$ cat src/rtl/commit_pkg.sv
// Shared types and constants for the commit stage.
// Branch results carry {target, fall-through} in the low 16 bits of the slot data.
package commit_pkg;

  localparam int BR_TGT_MSB = 15;
  localparam int BR_TGT_LSB = 8;
  localparam int BR_FT_MSB  = 7;
  localparam int BR_FT_LSB  = 0;

  typedef enum logic {
    RUN   = 1'b0,
    FLUSH = 1'b1
  } state_t;

  // Only the branch-field part of the result is carried; RF data bypasses the struct.
  typedef struct packed {
    logic                  we;
    logic                  we_f;
    logic                  sw;
    logic                  br;
    logic                  pred;
    logic                  act;
    logic [4:0]            addr;
    logic [BR_TGT_MSB:0]   data;
  } slot_t;

  function automatic logic slot_complete(slot_t s);
    return s.we | s.we_f | s.sw | s.br;
  endfunction

  function automatic logic slot_mispredict(slot_t s);
    return s.br && (s.pred != s.act);
  endfunction

endpackage

$ cat src/rtl/commit_store_queue.sv
// Circular FIFO of committed store tags: two in-order push ports, one pop port.
// A second push without the first lands in the first free entry.
module commit_store_queue
  import commit_pkg::*;
#(
  parameter int DEPTH = 4,
  parameter int TAG_W = 5,
  localparam int PTR_W = $clog2(DEPTH),
  localparam int CNT_W = PTR_W + 1
) (
  input  logic             clk,
  input  logic             rst,
  input  logic             push1,
  input  logic [TAG_W-1:0] tag1,
  input  logic             push2,
  input  logic [TAG_W-1:0] tag2,
  input  logic             pop,
  output logic [TAG_W-1:0] head,
  output logic             full,
  output logic             empty,
  output logic [CNT_W-1:0] free_count
);

  logic [TAG_W-1:0] mem [DEPTH];
  logic [PTR_W-1:0] wr_ptr_reg, rd_ptr_reg, wr_ptr2;
  logic [CNT_W-1:0] count_reg;
  logic [1:0]       n_push;
  logic             do_pop;

  assign n_push     = {1'b0, push1} + {1'b0, push2};
  assign do_pop     = pop && !empty;
  assign wr_ptr2    = wr_ptr_reg + PTR_W'(push1);
  assign full       = (count_reg == CNT_W'(DEPTH));
  assign empty      = (count_reg == '0);
  assign free_count = CNT_W'(DEPTH) - count_reg;
  assign head       = mem[rd_ptr_reg];

  always_ff @(posedge clk) begin
    if (push1) mem[wr_ptr_reg] <= tag1;
    if (push2) mem[wr_ptr2]    <= tag2;
  end

  always_ff @(posedge clk) begin
    if (rst) begin
      wr_ptr_reg <= '0;
      rd_ptr_reg <= '0;
      count_reg  <= '0;
    end else begin
      wr_ptr_reg <= wr_ptr_reg + PTR_W'(n_push);
      rd_ptr_reg <= rd_ptr_reg + PTR_W'(do_pop);
      count_reg  <= count_reg + CNT_W'(n_push) - CNT_W'(do_pop);
    end
  end

endmodule

$ cat src/rtl/commit_unit.sv
// In-order dual retirement from the ROB head with store release, predictor update
// and mispredict flush. Optional counters under COMMIT_STATS_EN.
module commit_unit
  import commit_pkg::*;
#(
  parameter int TAG_W        = 5,
  parameter int DATA_W       = 32,
  parameter int SQ_DEPTH     = 4,
  parameter int FLUSH_CYCLES = 2
) (
  input  logic              clk,
  input  logic              rst,
  input  logic [TAG_W-1:0]  head_tag,
  input  logic              h1_we,
  input  logic              h1_we_f,
  input  logic              h1_sw,
  input  logic              h1_br,
  input  logic              h1_pred,
  input  logic              h1_act,
  input  logic [4:0]        h1_addr,
  input  logic [DATA_W-1:0] h1_data,
  input  logic              h2_we,
  input  logic              h2_we_f,
  input  logic              h2_sw,
  input  logic              h2_br,
  input  logic              h2_pred,
  input  logic              h2_act,
  input  logic [4:0]        h2_addr,
  input  logic [DATA_W-1:0] h2_data,
  output logic [1:0]        pop,
  output logic              rf_we1,
  output logic [4:0]        rf_addr1,
  output logic [DATA_W-1:0] rf_data1,
  output logic              rf_we2,
  output logic [4:0]        rf_addr2,
  output logic [DATA_W-1:0] rf_data2,
  output logic              frf_we1,
  output logic [4:0]        frf_addr1,
  output logic [DATA_W-1:0] frf_data1,
  output logic              frf_we2,
  output logic [4:0]        frf_addr2,
  output logic [DATA_W-1:0] frf_data2,
  output logic              st_valid,
  output logic [TAG_W-1:0]  st_tag,
  input  logic              st_ready,
  output logic              bp_update,
  output logic              bp_taken,
  output logic              bp_mispredict,
  output logic [4:0]        bp_ghr,
  output logic [7:0]        bp_baddr,
  output logic              flush,
  output logic [7:0]        redirect_pc,
`ifdef COMMIT_STATS_EN
  output logic [31:0]       stat_retired,
  output logic [31:0]       stat_mispred,
`endif
  output logic              busy
);

  localparam int SQ_CNT_W = $clog2(SQ_DEPTH) + 1;
  localparam int FC_W     = (FLUSH_CYCLES > 1) ? $clog2(FLUSH_CYCLES) : 1;

  slot_t               s1, s2, br_slot;
  logic                ret1, ret2, br1, mis_retire;
  logic [SQ_CNT_W-1:0] need2;
  logic                sq_full, sq_empty;
  logic [SQ_CNT_W-1:0] sq_free;
  logic [TAG_W-1:0]    sq_head;
  state_t              state_reg, state_next;
  logic [FC_W-1:0]     cnt_reg, cnt_next;
  logic                flush_reg;
  logic [7:0]          redirect_reg, redirect_next;

  assign s1 = '{we: h1_we, we_f: h1_we_f, sw: h1_sw, br: h1_br, pred: h1_pred,
                act: h1_act, addr: h1_addr, data: h1_data[BR_TGT_MSB:0]};
  assign s2 = '{we: h2_we, we_f: h2_we_f, sw: h2_sw, br: h2_br, pred: h2_pred,
                act: h2_act, addr: h2_addr, data: h2_data[BR_TGT_MSB:0]};

  // Room check uses occupancy at the start of the cycle; a same-cycle drain is not credited.
  assign need2 = SQ_CNT_W'(s1.sw) + SQ_CNT_W'(1);
  assign ret1  = !rst && (state_reg == RUN) && slot_complete(s1) && (!s1.sw || !sq_full);
  assign ret2  = ret1 && slot_complete(s2) && !slot_mispredict(s1) && !(s1.br && s2.br)
                 && (!s2.sw || (sq_free >= need2));
  assign pop   = {1'b0, ret1} + {1'b0, ret2};

  assign rf_we1    = ret1 && s1.we;
  assign rf_addr1  = h1_addr;
  assign rf_data1  = h1_data;
  assign rf_we2    = ret2 && s2.we;
  assign rf_addr2  = h2_addr;
  assign rf_data2  = h2_data;
  assign frf_we1   = ret1 && s1.we_f;
  assign frf_addr1 = h1_addr;
  assign frf_data1 = h1_data;
  assign frf_we2   = ret2 && s2.we_f;
  assign frf_addr2 = h2_addr;
  assign frf_data2 = h2_data;

  // At most one of the two retiring slots can be a branch.
  assign br1           = ret1 && s1.br;
  assign br_slot       = br1 ? s1 : s2;
  assign bp_update     = br1 || (ret2 && s2.br);
  assign bp_taken      = bp_update && br_slot.act;
  assign bp_mispredict = bp_update && slot_mispredict(br_slot);
  assign bp_ghr        = bp_update ? br_slot.addr : 5'd0;
  assign bp_baddr      = bp_update ? br_slot.data[BR_TGT_MSB:BR_TGT_LSB] : 8'd0;
  assign mis_retire    = bp_mispredict;
  assign redirect_next = br_slot.act ? br_slot.data[BR_TGT_MSB:BR_TGT_LSB]
                                     : br_slot.data[BR_FT_MSB:BR_FT_LSB];

  commit_store_queue #(
    .DEPTH (SQ_DEPTH),
    .TAG_W (TAG_W)
  ) u_sq (
    .clk        (clk),
    .rst        (rst),
    .push1      (ret1 && s1.sw),
    .tag1       (head_tag),
    .push2      (ret2 && s2.sw),
    .tag2       (head_tag + TAG_W'(1)),
    .pop        (st_ready),
    .head       (sq_head),
    .full       (sq_full),
    .empty      (sq_empty),
    .free_count (sq_free)
  );

  assign st_valid = !sq_empty;
  assign st_tag   = sq_head;

  always_ff @(posedge clk) begin
    if (rst) begin
      state_reg <= RUN;
      cnt_reg   <= '0;
    end else begin
      state_reg <= state_next;
      cnt_reg   <= cnt_next;
    end
  end

  always_comb begin
    state_next = state_reg;
    cnt_next   = cnt_reg;
    case (state_reg)
      RUN: begin
        if (mis_retire) begin
          state_next = FLUSH;
          cnt_next   = FC_W'(FLUSH_CYCLES - 1);
        end
      end
      FLUSH: begin
        if (cnt_reg == '0) state_next = RUN;
        else               cnt_next   = cnt_reg - FC_W'(1);
      end
      default: state_next = RUN;
    endcase
  end

  always_comb begin
    busy = (state_reg == FLUSH);
  end

  always_ff @(posedge clk) begin
    if (rst) begin
      flush_reg    <= 1'b0;
      redirect_reg <= 8'd0;
    end else begin
      flush_reg <= mis_retire;
      if (mis_retire) redirect_reg <= redirect_next;
    end
  end

  assign flush       = flush_reg;
  assign redirect_pc = redirect_reg;

`ifdef COMMIT_STATS_EN
  logic [31:0] stat_retired_reg, stat_mispred_reg;

  always_ff @(posedge clk) begin
    if (rst) begin
      stat_retired_reg <= '0;
      stat_mispred_reg <= '0;
    end else begin
      stat_retired_reg <= stat_retired_reg + 32'(pop);
      stat_mispred_reg <= stat_mispred_reg + 32'(mis_retire);
    end
  end

  assign stat_retired = stat_retired_reg;
  assign stat_mispred = stat_mispred_reg;
`endif

endmodule

$ cat config.mk
export PLATFORM = sky130hd
export DESIGN_NAME = commit_unit
export DESIGN_NICKNAME = d
export VERILOG_FILES = /design/src/rtl/commit_pkg.sv /design/src/rtl/commit_store_queue.sv /design/src/rtl/commit_unit.sv
export SDC_FILE = /design/constraint.sdc
export NUM_CORES = 1
export LEC_CHECK = 0
export ABC_AREA = 0
export CAP_MARGIN = 20
export CORE_ASPECT_RATIO = 0.7
export CORE_MARGIN = 8
export CORE_UTILIZATION = 35
export CTS_CLUSTER_DIAMETER = 80
export DETAILED_ROUTE_END_ITERATION = 10
export GPL_TIMING_DRIVEN = 0
export PLACE_DENSITY_LB_ADDON = 0.15
export SYNTH_ARGS = -nofsm -noshare
export SYNTH_HDL_FRONTEND = slang
export SYNTH_SLANG_ARGS = --single-unit
$ cat constraint.sdc
create_clock -name clk -period 5.35 [get_ports clk]
set_input_delay 1.605 -clock clk [delete_from_list [all_inputs] [get_ports clk]]
set_output_delay 1.605 -clock clk [all_outputs]
set_load 0.05 [all_outputs]
==> PnR_summary.wiki, run 1 <==
{| class="wikitable"
! Metric !! Value
|-
| Outcome || finished clean
|-
| Area leader, netlist || sky130_fd_sc_hd__buf_4
|-
| Number of global-route vias before repair || 3819
|-
| Clock tree from TritonCTS || built
|-
| Sinks on Clock Net || 38
|-
| Number of placement rows || 31
|-
| H-tree lvl count || 2
|-
| Placer's final routability congestion estimate || 0.7894
|-
| Die height || 103.2 um
|-
| IO Pins || 280
|-
| CTS Buf Count || 5
|-
| Number of distinct library cell variants in the gate-level netlist after synthesis || 46
|-
| Count of antenna-violating nets left after detailed routing || 0
|-
| Data arrival time of the worst path || 3630 ps
|-
| Via count || 3551
|-
| Top cells by count, synth || 149 x sky130_fd_sc_hd__buf_4, 34 x sky130_fd_sc_hd__nand2_1, 32 x sky130_fd_sc_hd__mux2i_1, 20 x sky130_fd_sc_hd__edfxtp_1, 18 x sky130_fd_sc_hd__dfxtp_1
|-
| WL final || 14420 um
|-
| Sequential element share of the synthesized area || 25.29%
|-
| Worst-margin pin slew || 1016 ps
|-
| Die area || 14500 um^2
|-
| Number of antenna repair diodes || 0
|-
| Average cell area after synthesis || between 9 and 10 um^2
|-
| Filler cell count in the final layout || about 860
|-
| Routed length per instance || 17.92 um
|-
| Post-synthesis sequential element count || 38
|-
| Count of flip-flops with a built-in enable after synthesis || 20
|-
| Layout-stage area growth over the synthesis result || 71.35%
|-
| Peak clock frequency supported by timing || 191.0 MHz
|-
| Count of pins over their slew limit || 0
|-
| Fraction of synthesized cell area taken by the top area cell type || just under 30%
|-
| Maximum vdd ir drop || 0.0002033 V
|-
| Final Net Count || 781
|-
| HPWL after detailed placement || 12620 um
|-
| Worst-case setup slack after placement || -1176 ps
|-
| Setup crit start kind || input pin
|-
| Count of final hold-check violations || 0
|-
| Crit. End Element || output port
|-
| 1st-pass router iterations || 4
|-
| Width of the die || 140.5 um
|-
| Global Route Usage Sum || 18.50%
|-
| Clock-pin slew on the worst setup and hold paths || around 50 ps
|-
| Final Total Pwr || 0.001889 W
|-
| Max Clock Skew || between 3 and 4 ps
|-
| Floorplan Core Area || 10470 um^2
|-
| Share of cells above drive strength 1 || roughly 31%
|-
| Cells after synthesis || 421
|-
| First-pass GRT wire length || 20890 um
|-
| Clk Tree Root Cell || sky130_fd_sc_hd__clkbuf_16
|-
| Top cells by area, synth || sky130_fd_sc_hd__buf_4 29%, sky130_fd_sc_hd__edfxtp_1 16%, sky130_fd_sc_hd__dfxtp_1 9.5%, sky130_fd_sc_hd__mux2i_1 8.4%, sky130_fd_sc_hd__ha_1 4.6%
|-
| Final worst setup slack || approximately 120 ps
|-
| Most used flip-flop cell after synthesis || sky130_fd_sc_hd__edfxtp_1
|-
| Max-capacitance violation count || 0
|-
| Classification of the worst setup path || input pin to output port
|-
| Initial antenna violation count || 0
|-
| RSZ-0062 raised after global routing || false
|-
| Placed cell count || between 700 and 800
|-
| Initial core utilization || approximately 36%
|-
| Share of flip-flops with an asynchronous set or reset after synthesis || 0%
|-
| Headroom to the max-slew limit || 32.06%
|-
| Final worst path period need || between 5000 and 6000 ps
|-
| Endpoints failing setup || 0
|-
| Skew-Pair Late Insertion Delay || 280 ps
|-
| Starting DRT DRC Count || 105
|-
| Endpoint required time on the critical path || 3740 ps
|-
| Class of the tightest hold or removal check || register to register
|-
| Leakage component of the power || 2.891 nW
|-
| Maximum number of pins on one net before global-route repair || 12
|-
| Max Buffers Root-to-Sink || 2
|-
| Sum of overflow across all layers after global routing || 0
|-
| Flip-flop count of the largest register, all copies and words added || 20
|-
| Input/output buffers || 242
|-
| Final period util || 97.85%
|-
| Remaining design rule violation count || 0
|-
| Yosys warns || 0
|-
| Routed vias/inst || 4.411
|-
| Highest net fanout along the worst path || 10
|-
| Worst reg2reg setup slack || around 1900 ps
|-
| Post-Syn Area || 3800 um^2
|-
| Total power divided by cell area || 290.1 nW/um^2
|-
| Count leader, synth || sky130_fd_sc_hd__buf_4
|-
| Post-CTS Hold Fix Bufs || 0
|-
| Cell Count, Final, Fillers Out || 805
|-
| Post-synth net total || 530
|}
-- worst max-delay path, stage by stage --
cell and delay (ps):
sky130_fd_sc_hd__dlygate4sd2_1 420, sky130_fd_sc_hd__a211oi_4 110, sky130_fd_sc_hd__buf_4 170, sky130_fd_sc_hd__nand2_1 160, sky130_fd_sc_hd__clkbuf_1 440, sky130_fd_sc_hd__nand2_1 110
sky130_fd_sc_hd__a21oi_1 190, sky130_fd_sc_hd__clkdlybuf4s15_2 410
-- placed cells by master (no fill, tap or decap), types with 2 or more instances in the layout --
master / n
sky130_fd_sc_hd__clkdlybuf4s50_1: 220
sky130_fd_sc_hd__buf_4: 154
sky130_fd_sc_hd__nand2_1: 33
sky130_fd_sc_hd__mux2i_1: 32
sky130_fd_sc_hd__edfxtp_1: 20
sky130_fd_sc_hd__dfxtp_1: 18
sky130_fd_sc_hd__xnor2_1: 17
sky130_fd_sc_hd__inv_1: 15
sky130_fd_sc_hd__nand3_1: 15
sky130_fd_sc_hd__nor2_1: 15
sky130_fd_sc_hd__buf_2: 14
sky130_fd_sc_hd__a21oi_1: 14
sky130_fd_sc_hd__ha_1: 14
sky130_fd_sc_hd__xor2_1: 8
sky130_fd_sc_hd__clkbuf_1: 7
sky130_fd_sc_hd__clkdlybuf4s15_2: 7
sky130_fd_sc_hd__nor2b_1: 6
sky130_fd_sc_hd__mux4_2: 5
sky130_fd_sc_hd__clkbuf_16: 5
sky130_fd_sc_hd__and2_1: 4
sky130_fd_sc_hd__buf_1: 4
sky130_fd_sc_hd__nor3_1: 4
sky130_fd_sc_hd__mux2_1: 4
sky130_fd_sc_hd__nand4_2: 3
sky130_fd_sc_hd__and3_2: 3
sky130_fd_sc_hd__a211oi_4: 2
sky130_fd_sc_hd__buf_6: 2
sky130_fd_sc_hd__o21ai_1: 2
sky130_fd_sc_hd__clkbuf_8: 2
sky130_fd_sc_hd__and4_1: 2
sky130_fd_sc_hd__nor2_2: 2
sky130_fd_sc_hd__nor4_1: 2
sky130_fd_sc_hd__a31o_2: 2
-- per-stage QoR --
stage	util, %	instance area (um^2)	hold slack (ps)	TNS (ps)
after floorplan	-	3800	461.3	0
after global placement	60.99	6387	465.5	-18280
after detailed placement	60.99	6387	479.2	-20100
after CTS	62.25	6519	491.7	0
after global routing	62.17	6511	518.7	0
final	62.17	6511	487.1	0
-- logic make-up after synthesis --
kind of cell	count (synthesis)	synth area share, %
adders and majority gates	15	5.137
DFF	38	25.29
AOI/OAI and AO/OA	28	5.466
buffers and inverters	181	33.26
muxes	41	12.58
and+or+nand+nor	93	12.51
xor gates and xnor gates	25	5.762
-- final cells by class --
class / count / area, um^2 / area share, %
clock buffers: 8 / 146.4 / 2.248
plain buffers: 164 / 1204 / 18.49
repair buffers: 245 / 2387 / 36.66
flip-flops and latches: 38 / 960.9 / 14.76
well taps: 132 / 165.2 / 2.537
multi-input cells: 202 / 1585 / 24.35
inverters: 16 / 62.56 / 0.9608
-- timing repair --
item | in CTS | in global routing
pin swaps | 2 | 2
resized for setup | 95 | 3
buffers inserted | 3 | 0
setup endpoints to repair | 20 | 18
-- worst paths after layout --
path | from | depth (start not counted) | endpoint
worst max-delay path | rst | 8 | bp_ghr[1]
worst min register to register | cnt_reg | 1 | busy
worst max register to register | u_sq.count_reg[0] | 11 | u_sq.mem[0][2]
worst min-delay path | cnt_reg | 1 | busy
-- routing by layer --
metal	wire [um]	GRT usage, %
met2	7463	34.18
met3	1303	6.740
met4	226	4.605
met5	0	0
met1	5429	20.06
-- power breakdown --
part           total, W  internal [W]  switching (W)
combinational   0.00122      0.000467       0.000757
clock          0.000293      0.000186       0.000108
sequential     0.000373      0.000353      0.0000194
total           0.00189       0.00101       0.000883
Power figures use the tool's default switching activity.
==> inputs of run 2 (changes only) <==
--- a/config.mk
+++ b/config.mk
@@ -10,10 +10,10 @@
 export CORE_ASPECT_RATIO = 0.7
 export CORE_MARGIN = 8
 export CORE_UTILIZATION = 35
-export CTS_CLUSTER_DIAMETER = 80
 export DETAILED_ROUTE_END_ITERATION = 10
 export GPL_TIMING_DRIVEN = 0
 export PLACE_DENSITY_LB_ADDON = 0.15
+export SLEW_MARGIN = 20
 export SYNTH_ARGS = -nofsm -noshare
 export SYNTH_HDL_FRONTEND = slang
 export SYNTH_SLANG_ARGS = --single-unit
==> results of run 2 <==
The final DEF is identical to that of run 1; final timing and power are the same.
==> inputs of run 3 (changes only) <==
--- a/config.mk
+++ b/config.mk
@@ -7,12 +7,11 @@
 export LEC_CHECK = 0
 export ABC_AREA = 0
 export CAP_MARGIN = 20
-export CORE_ASPECT_RATIO = 0.7
-export CORE_MARGIN = 8
+export CORE_MARGIN = 2
 export CORE_UTILIZATION = 35
 export DETAILED_ROUTE_END_ITERATION = 10
 export GPL_TIMING_DRIVEN = 0
-export PLACE_DENSITY_LB_ADDON = 0.15
+export PLACE_DENSITY = 0.82
 export SLEW_MARGIN = 20
 export SYNTH_ARGS = -nofsm -noshare
 export SYNTH_HDL_FRONTEND = slang
==> PnR_summary.wiki, run 3 (same netlist as run 1, synthesis figures left out) <==
{| class="wikitable"
! Metric !! Value
|-
| Floorplan Core Area || between 10000 and 15000 um^2
|-
| Total power divided by cell area || 288.4 nW/um^2
|-
| Routed length per instance || ~15 um
|-
| HPWL after detailed placement || slightly above 10000 um
|-
| CTS Buf Count || 5
|-
| Number of placement rows || 38
|-
| Cell Count, Final, Fillers Out || around 820
|-
| Clock tree from TritonCTS || built
|-
| Most common cell after layout, fill and taps aside || sky130_fd_sc_hd__clkdlybuf4s50_1
|-
| Placed cell count || 803
|-
| Headroom to the max-slew limit || between 30% and 40%
|-
| Endpoint required time on the critical path || 3740 ps
|-
| Count of antenna-violating nets left after detailed routing || 0
|-
| Share of cells above drive strength 1 || 31.41%
|-
| WL final || 12400 um
|-
| Crit. End Element || output port
|-
| Count of final hold-check violations || 0
|-
| H-tree lvl count || 2
|-
| Flip-flop count of the largest register, all copies and words added || 20
|-
| Classification of the worst setup path || input pin to output port
|-
| Starting DRT DRC Count || 106
|-
| Initial core utilization || roughly 36%
|-
| IO Pins || 280
|-
| Clock-pin slew on the worst setup and hold paths || about 70 ps
|-
| Final worst path period need || between 5000 and 6000 ps
|-
| Leakage component of the power || roughly 2.9 nW
|-
| Outcome || finished clean
|-
| Sum of overflow across all layers after global routing || 0
|-
| First-pass GRT wire length || roughly 19000 um
|-
| Data arrival time of the worst path || 3700 ps
|-
| Max-capacitance violation count || 0
|-
| Remaining design rule violation count || 0
|-
| Clk Tree Root Cell || sky130_fd_sc_hd__clkbuf_8
|-
| Max Clock Skew || between 3 and 4 ps
|-
| R2r startpoint || u_sq.count_reg[0]
|-
| RSZ-0062 raised after global routing || false
|-
| Hold Startpoint || redirect_pc[7]
|-
| Worst-margin pin slew || 1043 ps
|-
| Input/output buffers || 242
|-
| Final worst setup slack || 43.54 ps
|-
| Initial antenna violation count || 0
|-
| Number of global-route vias before repair || 3833
|-
| Endpoints failing setup || 0
|-
| Maximum number of pins on one net before global-route repair || 13
|-
| Post-CTS Hold Fix Bufs || 0
|-
| Class of the tightest hold or removal check || register to register
|-
| Highest net fanout along the worst path || 7
|-
| Final Net Count || 783
|-
| Final period util || 99.19%
|-
| Routed vias/inst || 4.506
|-
| Die height || roughly 110 um
|-
| 1st-pass router iterations || 4
|-
| Placer's final routability congestion estimate || 0.9195
|-
| Worst-case setup slack after placement || -1165 ps
|-
| Via count || 3672
|-
| Die area || 11710 um^2
|-
| Sinks on Clock Net || 38
|-
| Number of antenna repair diodes || 0
|-
| Launching element of the worst setup path || h1_br
|-
| Width of the die || 108.2 um
|-
| Skew-Pair Late Insertion Delay || approximately 280 ps
|-
| Maximum vdd ir drop || 0.0001541 V
|-
| Setup crit start kind || input pin
|-
| Most used cells in the layout excluding fill and tap cells || 220 x sky130_fd_sc_hd__clkdlybuf4s50_1, 155 x sky130_fd_sc_hd__buf_4, 33 x sky130_fd_sc_hd__nand2_1, 32 x sky130_fd_sc_hd__mux2i_1, 20 x sky130_fd_sc_hd__edfxtp_1
|-
| Global Route Usage Sum || 20.01%
|-
| Count of pins over their slew limit || 0
|-
| Peak clock frequency supported by timing || 188.5 MHz
|-
| Max Buffers Root-to-Sink || 2
|-
| Layout-stage area growth over the synthesis result || 71.42%
|}
## run 3: cell count changes in the layout (fill, tap and decap cells not counted), moves of 2 or more
cell                        delta
sky130_fd_sc_hd__clkbuf_16     -5
sky130_fd_sc_hd__clkbuf_8      +4
sky130_fd_sc_hd__clkbuf_1      -3
sky130_fd_sc_hd__bufinv_16     +2
sky130_fd_sc_hd__buf_2         +2
## run 3: timing repair
item / in CTS / in global routing
gates resized for setup: 90 / 3
buffers inserted: 5 / 0
pin swaps: 2 / 0
endpoints found under the setup margin: 22 / 4
gates cloned: 0 / 0
## run 3: cell type report
cell class / instances / area [um^2]
buffer: 164 / 1201
clock buffer: 5 / 68.82
clock inverter: 3 / 63.81
fill: 892 / 4184
inverter: 16 / 62.56
multi-input combinational: 202 / 1585
sequential: 38 / 960.9
tap: 140 / 175.2
timing repair buffer: 247 / 2396
## run 3: per-stage QoR
step           instance area, um^2  util, %  power, W  TNS [ps]  hold slack [ps]
6_report                      6514    60.89  0.001879         0            491.4
2_1_floorplan                 3800        -  0.001220         0            461.3
5_1_grt                       6514    60.89  0.001981         0            529.7
3_3_place_gp                  6397    59.80  0.001562    -19370            466.7
3_5_place_dp                  6397    59.80  0.001588    -20380            476.9
4_1_cts                       6529    61.03  0.001894         0            496.4
## run 3: worst paths after layout
kind	slack, ps	end	cells after the start
min reg2reg	490	redirect_pc[7]	2
max reg2reg	1890	u_sq.count_reg[2]	15
min	490	redirect_pc[7]	2
max	40	bp_taken	7
## run 3: report_power, final
group          internal, W  switching, W
clock network     0.000185     0.0000995
logic             0.000468      0.000754
registers         0.000353     0.0000206
## run 3: per-layer routing
metal	up-vias	GRT usage (%)	share of wire, %
met5	-	0	0
met3	19	5.304	8.5
met2	185	37.92	53
met1	1707	21.61	37
met4	0	5.952	2.0
li1	1761	-	-
## run 3: critical path, cell delays in order
cell and delay [ps]:
sky130_fd_sc_hd__clkdlybuf4s50_1 580, sky130_fd_sc_hd__or4_4 650, sky130_fd_sc_hd__nand2_1 90, sky130_fd_sc_hd__o21ai_0 90, sky130_fd_sc_hd__nand2_2 160, sky130_fd_sc_hd__a21oi_1 60
sky130_fd_sc_hd__clkdlybuf4s15_1 460
